--- config.mk ---
export PLATFORM = sky130hd
export DESIGN_NAME = dcm_sp_ctrl
export DESIGN_NICKNAME = d
export VERILOG_FILES = /design/src/rtl/dcm_sp_ctrl.sv
export SDC_FILE = /design/constraint.sdc
export NUM_CORES = 1
export LEC_CHECK = 0
export ABC_AREA = 1
export ABC_CLOCK_PERIOD_IN_PS = 4600
export CAP_MARGIN = 20
export CORE_UTILIZATION = 40
export DETAILED_ROUTE_END_ITERATION = 6
export SLEW_MARGIN = 25
export SYNTH_ARGS = -nofsm -noshare
export SYNTH_HDL_FRONTEND = slang
export SYNTH_SLANG_ARGS = --single-unit
--- constraint.sdc ---
create_clock -name clk2x -period 4.6 [get_ports clk2x]
set_input_delay 0.92 -clock clk2x [delete_from_list [all_inputs] [get_ports clk2x]]
set_output_delay 0.92 -clock clk2x [all_outputs]
set_load 0.03 [all_outputs]
--- src/rtl/dcm_sp_ctrl.sv ---
// ============================================================================
// Module   : dcm_sp_ctrl
// Purpose  : Reset/lock sequencer and variable phase-shift stepper for a
//            DCM_SP. Holds the DCM in reset, waits for LOCKED with a timeout,
//            retries on failure or lock loss, then walks PSEN/PSINCDEC one
//            step at a time toward a clamped signed phase target.
// Ports    : clk2x        - controller clock (also the DCM PSCLK)
//            resetb       - asynchronous active-low reset
//            dcm_rst      - DCM RST
//            dcm_locked   - DCM LOCKED (asynchronous, synchronized here)
//            psen         - DCM PSEN, single-cycle pulse
//            psincdec     - DCM PSINCDEC, 1 = increment
//            psdone       - DCM PSDONE (synchronous to clk2x)
//            ps_req       - phase request level, sampled in READY only
//            ps_target    - signed requested phase
//            ps_ack       - pulse when ps_value reaches the clamped target
//            ps_abort     - pulse when a request is dropped by a relock
//            ps_value     - signed currently applied phase
//            ready        - high in READY only
//            relock_count - reset attempts after the first, saturating
//            err_timeout  - sticky lock / psdone timeout flag
// Revision : 1.0 - initial release
// ============================================================================
`timescale 1ns/1ps
`default_nettype none

module dcm_sp_ctrl #(
    parameter int RST_HOLD_CYCLES = 8,
    parameter int LOCK_TIMEOUT    = 4096,
    parameter int PSDONE_TIMEOUT  = 1024,
    parameter int PS_MAX          = 255
) (
    input  logic       clk2x,
    input  logic       resetb,
    output logic       dcm_rst,
    input  logic       dcm_locked,
    output logic       psen,
    output logic       psincdec,
    input  logic       psdone,
    input  logic       ps_req,
    input  logic [8:0] ps_target,
    output logic       ps_ack,
    output logic       ps_abort,
    output logic [8:0] ps_value,
    output logic       ready,
    output logic [7:0] relock_count,
    output logic       err_timeout
);

    localparam int c_cnt_max = (LOCK_TIMEOUT > PSDONE_TIMEOUT)
                             ? ((LOCK_TIMEOUT > RST_HOLD_CYCLES) ? LOCK_TIMEOUT : RST_HOLD_CYCLES)
                             : ((PSDONE_TIMEOUT > RST_HOLD_CYCLES) ? PSDONE_TIMEOUT : RST_HOLD_CYCLES);
    localparam int c_cnt_w = $clog2(c_cnt_max + 1);

    localparam logic [c_cnt_w-1:0] c_hold_last = c_cnt_w'(RST_HOLD_CYCLES - 1);
    localparam logic [c_cnt_w-1:0] c_lock_last = c_cnt_w'(LOCK_TIMEOUT - 1);
    localparam logic [c_cnt_w-1:0] c_psd_last  = c_cnt_w'(PSDONE_TIMEOUT - 1);

    localparam logic signed [8:0] c_ps_max = 9'(PS_MAX);
    localparam logic signed [8:0] c_ps_min = -9'(PS_MAX);

    typedef enum logic [2:0] {
        S_RST_HOLD  = 3'd0,
        S_WAIT_LOCK = 3'd1,
        S_READY     = 3'd2,
        S_PS_STEP   = 3'd3,
        S_PS_WAIT   = 3'd4,
        S_PS_ACK    = 3'd5
    } state_t;

    state_t               r_state;
    logic [c_cnt_w-1:0]   r_cnt;
    logic                 r_lock_meta;
    logic                 r_lock_sync;
    logic signed [8:0]    r_tgt;
    logic signed [8:0]    r_ps_value;
    logic                 r_dcm_rst;
    logic                 r_psen;
    logic                 r_psincdec;
    logic                 r_ps_ack;
    logic                 r_ps_abort;
    logic                 r_ready;
    logic [7:0]           r_relock;
    logic                 r_err;

    logic signed [8:0]    w_tgt_clamp;
    logic signed [8:0]    w_ps_next;
    logic                 w_psd_expire;
    logic                 w_relock;
    logic                 w_abort;
    logic                 w_err;

    always_comb begin
        w_tgt_clamp = $signed(ps_target);
        if ($signed(ps_target) > c_ps_max) begin
            w_tgt_clamp = c_ps_max;
        end else if ($signed(ps_target) < c_ps_min) begin
            w_tgt_clamp = c_ps_min;
        end
    end

    assign w_ps_next    = r_psincdec ? (r_ps_value + 9'sd1) : (r_ps_value - 9'sd1);
    assign w_psd_expire = !psdone && (r_cnt == c_psd_last);

    // Every path back to RST_HOLD is decided here so the state register
    // handles the common relock bookkeeping in one place.
    always_comb begin
        w_relock = 1'b0;
        case (r_state)
            S_WAIT_LOCK: w_relock = !r_lock_sync && (r_cnt == c_lock_last);
            S_READY,
            S_PS_STEP,
            S_PS_ACK:    w_relock = !r_lock_sync;
            S_PS_WAIT:   w_relock = !r_lock_sync || w_psd_expire;
            default:     w_relock = 1'b0;
        endcase
    end

    // An ack already in flight in PS_ACK is not turned into an abort.
    assign w_abort = w_relock && ((r_state == S_PS_STEP) || (r_state == S_PS_WAIT));
    assign w_err   = w_relock && ((r_state == S_WAIT_LOCK) ||
                                  ((r_state == S_PS_WAIT) && w_psd_expire));

    always_ff @(posedge clk2x or negedge resetb) begin
        if (!resetb) begin
            r_state     <= S_RST_HOLD;
            r_cnt       <= '0;
            r_lock_meta <= 1'b0;
            r_lock_sync <= 1'b0;
            r_tgt       <= '0;
            r_ps_value  <= '0;
            r_dcm_rst   <= 1'b1;
            r_psen      <= 1'b0;
            r_psincdec  <= 1'b0;
            r_ps_ack    <= 1'b0;
            r_ps_abort  <= 1'b0;
            r_ready     <= 1'b0;
            r_relock    <= '0;
            r_err       <= 1'b0;
        end else begin
            r_lock_meta <= dcm_locked;
            r_lock_sync <= r_lock_meta;
            r_psen      <= 1'b0;
            r_ps_ack    <= 1'b0;
            r_ps_abort  <= 1'b0;
            r_cnt       <= r_cnt + 1'b1;

            case (r_state)
                S_RST_HOLD: begin
                    if (r_cnt == c_hold_last) begin
                        r_state   <= S_WAIT_LOCK;
                        r_dcm_rst <= 1'b0;
                        r_cnt     <= '0;
                    end
                end
                S_WAIT_LOCK: begin
                    if (r_lock_sync) begin
                        r_state <= S_READY;
                        r_ready <= 1'b1;
                        r_cnt   <= '0;
                    end
                end
                S_READY: begin
                    if (ps_req) begin
                        r_tgt   <= w_tgt_clamp;
                        r_ready <= 1'b0;
                        r_cnt   <= '0;
                        if (w_tgt_clamp == r_ps_value) begin
                            r_state  <= S_PS_ACK;
                            r_ps_ack <= 1'b1;
                        end else begin
                            r_state    <= S_PS_STEP;
                            r_psen     <= 1'b1;
                            r_psincdec <= (w_tgt_clamp > r_ps_value);
                        end
                    end
                end
                S_PS_STEP: begin
                    r_state <= S_PS_WAIT;
                    r_cnt   <= '0;
                end
                S_PS_WAIT: begin
                    if (psdone) begin
                        r_ps_value <= w_ps_next;
                        r_cnt      <= '0;
                        if (w_ps_next == r_tgt) begin
                            r_state  <= S_PS_ACK;
                            r_ps_ack <= 1'b1;
                        end else begin
                            r_state    <= S_PS_STEP;
                            r_psen     <= 1'b1;
                            r_psincdec <= (r_tgt > w_ps_next);
                        end
                    end
                end
                S_PS_ACK: begin
                    r_state <= S_READY;
                    r_ready <= 1'b1;
                    r_cnt   <= '0;
                end
                default: begin
                    r_state <= S_RST_HOLD;
                    r_cnt   <= '0;
                end
            endcase

            // Relock overrides whatever the case branch scheduled; a DCM
            // reset discards the applied phase.
            if (w_relock) begin
                r_state    <= S_RST_HOLD;
                r_dcm_rst  <= 1'b1;
                r_cnt      <= '0;
                r_ps_value <= '0;
                r_psen     <= 1'b0;
                r_ps_ack   <= 1'b0;
                r_ready    <= 1'b0;
                r_ps_abort <= w_abort;
                if (r_relock != 8'hFF) begin
                    r_relock <= r_relock + 8'd1;
                end
            end
            if (w_err) begin
                r_err <= 1'b1;
            end
        end
    end

    assign dcm_rst      = r_dcm_rst;
    assign psen         = r_psen;
    assign psincdec     = r_psincdec;
    assign ps_ack       = r_ps_ack;
    assign ps_abort     = r_ps_abort;
    assign ps_value     = r_ps_value;
    assign ready        = r_ready;
    assign relock_count = r_relock;
    assign err_timeout  = r_err;

endmodule

`default_nettype wire

After elaboration in Yosys (flattened, before gate mapping)

Index checks and enable logic that the tools add are counted.

Muxes and demuxes: 46
Equal/unequal tests: 19
Order comparisons: 4
Reduce and logical (&&, ||, !) cells: 25
Add/sub/neg operators: 4

Operators by type and width:

| kind                  | number |
|---|---|
| $mux 13               | 5 |
| $mux 9                | 6 |
| $pmux 13 s4           | 1 |
| $mux 1                | 21 |
| $mux 3                | 7 |
| $eq 9x9->1            | 2 |
| $gt 9x9->1            | 2 |
| $pmux 3 s6            | 1 |
| $add 13x1->13 const B | 1 |
| $eq 13x10->1 const B  | 1 |
| $eq 13x12->1 const B  | 1 |
| $eq 13x3->1 const B   | 1 |
| $ne 3x3->1 const B    | 4 |
| $reduce_bool 2->1     | 5 |
| $add 9x2->9 const B   | 1 |
| $gt 9x9->1 const B    | 1 |
| $lt 9x9->1 const B    | 1 |
| $sub 9x2->9 const B   | 1 |
| $add 8x1->8 const B   | 1 |
| $ne 2x2->1 const B    | 4 |
| $ne 8x8->1 const B    | 1 |
| $reduce_and 2->1      | 4 |
| $eq 3x2->1 const B    | 2 |
| $eq 3x3->1 const B    | 2 |
| 12 further kinds      | 22 |

Logic and storage cells: 112
Register bits: 51

Logic depth before layout (Yosys ltp)

Depth in word-level cells: 8
Depth in mapped cells: 21
Mapped depth without buffers: 21

Worst setup path before layout

No wires, ideal clock.

Path kind: input port to flip-flop
Start point: input ps_target[6]
End point: register r_psincdec, in the netlist psincdec
Setup slack: 1.710 ns
Data required time: 4.483 ns
Data arrival time: 2.772 ns
Cell stages on the path: 15
Buffers on the path: 1
Setup time: 0.117 ns
Path through: inv_1 nand2_1 o41ai_1 ha_1 clkbuf_1 nor2_1 ha_1 nand2_1 inv_1 nand3_1 inv_1 o21ai_0 inv_1 nand2_1 nand2_1

Word-level cells in the longest chain between the ends: 7
Elaborated cells on any way between the ends: 11
Those cells by class: 3 x order compare; 2 x eq/ne; 5 x mux; 1 x reduce/logical

Ends and longest elaborated chain:

| item                     | line | text |
|---|---|---|
| from (decl)              | 41   | `input logic [8:0] ps_target,` |
| $lt 9x9->1               | 97   | `end else if ($signed(ps_target) < c_ps_min) begin` |
| $mux 9                   | 97   |  |
| $mux 9 (*)               | 95   | `if ($signed(ps_target) > c_ps_max) begin` |
| named net w_tgt_clamp[6] | 86   | `logic signed [8:0] w_tgt_clamp;` |
| $gt 9x9->1               | 174  | `r_psincdec <= (w_tgt_clamp > r_ps_value);` |
| $mux 1                   | 168  | `if (w_tgt_clamp == r_ps_value) begin` |
| $mux 1                   | 164  | `if (ps_req) begin` |
| $pmux 1 s2               | 148  | `case (r_state)` |
| to (signal assigned)     | 174  |  |
| to (signal assigned)     | 192  | `r_psincdec <= (r_tgt > w_ps_next);` |
| to (decl)                | 79   | `logic r_psincdec;` |

Mark *: on every way through the listed nets, which the timed path passes. The rest lies on a longest branch. The select of a mux whose other input is x is not followed.
A chain may end at the register's enable or synchronous reset.

Final worst setup path

Ends and elaborated chain as after synthesis.

==> results.toml <==
[outcome]
outcome = "finished clean"

[sta]
finalHoldViolCount = 0
setup_viol = 0
worst_slew_margin_rel_pct = 39.11
holdWs_ps = 366.7
setup_ws_ps = 1459
fin_setup_tns_ps = 0
finClkSkew_ps = 3.580
final_max_slew_viol_count = 0
fin_crit_ps = 3141
max_freq_mhz = 318.4
tightest_slew_ps = 910.1
rsz0062_at_grt = "no"
min_period_over_period_pct = 68.28

[detailed_routing]
viasPerCell = 4.856
wire_per_inst_um = 12.32
vias = 2977
wirelength_mm = 7.553
drtAntennaViolNets = 0
dr.pass1.iters = 4
drc = 0
drtIter0Drc = 91

[critical_path]
r2r_end = "ps_ack$_DFF_PN0_"
r2r_setup_slack_ps = 1540
cp-endpoint = "psincdec$_DFFE_PN0P_"
crit_chain = "clkdlybuf4s50_1, inv_1, nand2_1, o41ai_1, ha_1, nor2_1, ha_1, nand2_1, inv_1, nand3_1, inv_1, o21ai_0, inv_1, nand2_1, nand2_1"
cp_slowest_cell = "clkdlybuf4s50_1"
crit_type = "in2reg"
worstSetupStartpointType = "input pin"
critPathArrivalTime_ps = 3350
max_stage_delay_ps = 400
end_kind = "flip-flop"
reg2reg_depth = 16
startpoint = "ps_target[6]"
r2r_start = "psincdec$_DFFE_PN0P_"
cp.required_ps = 4810
critPathMaxFanout = 8

[floorplan]
rows = 33
dieArea_um2 = 9213
die_h_um = 95.99
die_w_um = 95.99
initial_utilization_pct = 42.16
core_area_um2 = 8382
ios = 38

[place]
hpwl_mm = 5.734
gp_congestion = 0.8808
dp_slack_ps = 1118
io_buffers = 37

[power]
p_sw_uw = 1258
seqPwrFrac_pct = 27.6
p_leak_uw = 0.002166
swShare_pct = 48.35
clkPwrFrac_pct = 13.0
ir_drop_uv = 232.5
p_int_uw = 1344
comb_power_share_pct = 59.4
p_per_area_nw_per_um2 = 633.5

[clocking]
cts_sinks = 51
cts.path.max_buffers = 2
ctsResizeCount = 0
path_clk_slew_ps = 100
clkLatencyLatePin_ps = 310
htree_levels = 2
clockRootBuffer = "clkbuf_8"
cts_buffers = 5
post_cts_buffers = 0
ctsHoldBuffers = 0
cts_tree = "yes"

[grt]
grt_pass1_wl_mm = 12.94
grt_max_degree = 52
antenna_found_initial = 0
grt_pass1_vias = 2815
grt_remaining_overflow = 0
grt_util_all_layers_pct = 18.22

[logic_synthesis]
synth_cell_types = 36
yosysSeqAreaShare_pct = 36.15
syn_area_per_cell_um2 = 7.534
syn_area_um2 = 3533
synthCells = 469
ys_ff_latch = 51
yosys_warnings = 0
syn-num-nets = 512

[layout]
layout.nets = 550
syn_to_final_growth_pct = 16.25
n_antenna_cell = 0
n_fill_cell = 835
drive_above_1_share_pct = 8.858
fin_util_pct = 49.01

[job]
cap_violations = 0

[hold_path]
hp-class = "reg2reg"
hp-start = "r_lock_meta$_DFF_PN0_"
## per-stage QoR
| step | total power, µW | cells | instance area, µm² |
|---|---|---|---|
| 2_1_floorplan | 1866 | 469 | 3533 |
| 3_3_place_gp | 2233 | 605 | 3986 |
| 3_5_place_dp | 2271 | 605 | 3986 |
| 4_1_cts | 2623 | 613 | 4108 |
| 5_1_grt | 2856 | 613 | 4108 |
| 6_report | 2602 | 613 | 4108 |
## worst min path at each step
stage                                        to  slack (ps)  cells after the start
after floorplan           r_lock_sync$_DFF_PN0_         330                      0
after global placement    r_lock_sync$_DFF_PN0_         340                      0
after detailed placement  r_lock_sync$_DFF_PN0_         350                      0
after CTS                 r_lock_sync$_DFF_PN0_         370                      0
after global routing      r_lock_sync$_DFF_PN0_         390                      0
final                     r_lock_sync$_DFF_PN0_         370                      0
## routing by layer
metal / global-route usage [%] / part of all wire [%] / wire (µm)
met4: 5.348 / 1.0 / 77
met5: 0 / 0 / 0
met1: 24.70 / 50 / 3772
met2: 30.08 / 46 / 3451
met3: 2.607 / 3.3 / 252
## synthesized netlist by cell type
cell type	number	area [µm²]
nor2_2	13	81.33
dfrtp_1	50	1251
nand3_4	1	17.52
a21o_1	1	7.510
xor2_1	13	113.9
a31oi_1	2	12.51
o31ai_1	1	7.510
dfstp_2	1	26.28
o21ai_2	2	17.52
nand3_2	2	20.02
fa_1	1	20.02
inv_2	1	3.750
o21bai_1	2	15.01
nor2_4	6	67.56
or2_2	1	6.260
xnor2_1	6	52.55
nor3_1	5	25.02
buf_6	3	33.78
nand2_2	4	25.02
clkbuf_1	2	7.510
o211ai_1	2	15.01
nor3_2	2	20.02
nand2_1	139	521.8
a21oi_1	15	75.07
o41ai_1	1	8.760
inv_1	75	281.5
o21ai_1	1	5.000
buf_2	2	10.01
nand3b_1	6	45.04
nand3_1	32	160.2
ha_1	28	350.3
clkinv_1	1	3.750
o21ai_0	8	40.04
nor2_1	30	112.6
nand2_4	2	22.52
nand4_1	8	50.05
## layout by cell type (no fill, tap or decap), drive strengths merged
| cell type | Yosys | layout |
|---|---|---|
| nand3b | 6 | 6 |
| nor3 | 7 | 7 |
| o211ai | 2 | 2 |
| nand4 | 8 | 8 |
| ha | 28 | 28 |
| o21bai | 2 | 2 |
| a21o | 1 | 1 |
| clkbuf | 2 | 6 |
| bufinv | 0 | 1 |
| nor2 | 49 | 49 |
| buf | 5 | 2 |
| o21ai | 11 | 11 |
| or2 | 1 | 1 |
| inv | 76 | 77 |
| dfrtp | 50 | 50 |
| a31oi | 2 | 2 |
| nand2 | 145 | 145 |
| clkinv | 1 | 1 |
| xor2 | 13 | 13 |
| xnor2 | 6 | 6 |
| nand3 | 35 | 35 |
| clkdlybuf4s50 | 0 | 36 |
| dfstp | 1 | 1 |
| o31ai | 1 | 1 |
| a21oi | 15 | 15 |
| fa | 1 | 1 |
| o41ai | 1 | 1 |
## area by class of cell
type	count	area [µm²]	area share, %
repair buffers	38	372.9	9.077
well taps	105	131.4	3.198
flip-flops and latches	51	1277	31.10
clock inverters	2	38.79	0.9443
clock buffers	6	82.58	2.010
multi-input cells	334	1916	46.63
inverters	77	289.0	7.036
## flip-flops by register name, indices dropped and copies added, names as in the netlist, 3 cells and up
| register | flops |
|---|---|
| r_tgt | 9 |
| relock_count | 8 |
| r_cnt | 13 |
| ps_value | 9 |
| r_state | 3 |
## critical path, delay by kind of cell
family	cells	cell delay, ps
and+or+nand+nor	6	580
AOI/OAI and AO/OA	2	520
adders and majority gates	2	640
buffers and inverters	5	680
## power by group through the flow
stage	combinational, µW	sequential [µW]	clock, µW
finish	1540	719	339
global route	1750	739	366
CTS	1550	720	349
detailed placement	1540	727	0
global placement	1510	726	0
floorplan	1060	804	0
## logic make-up after synthesis
group / Yosys count / share of synthesized area [%]
simple gates: 251 / 33.25
compound gates: 35 / 5.772
buf+inv: 84 / 9.632
fa+ha+maj: 29 / 10.48
xor+xnor: 19 / 4.710
flops: 51 / 36.15
(Power assumes the default switching activity.)
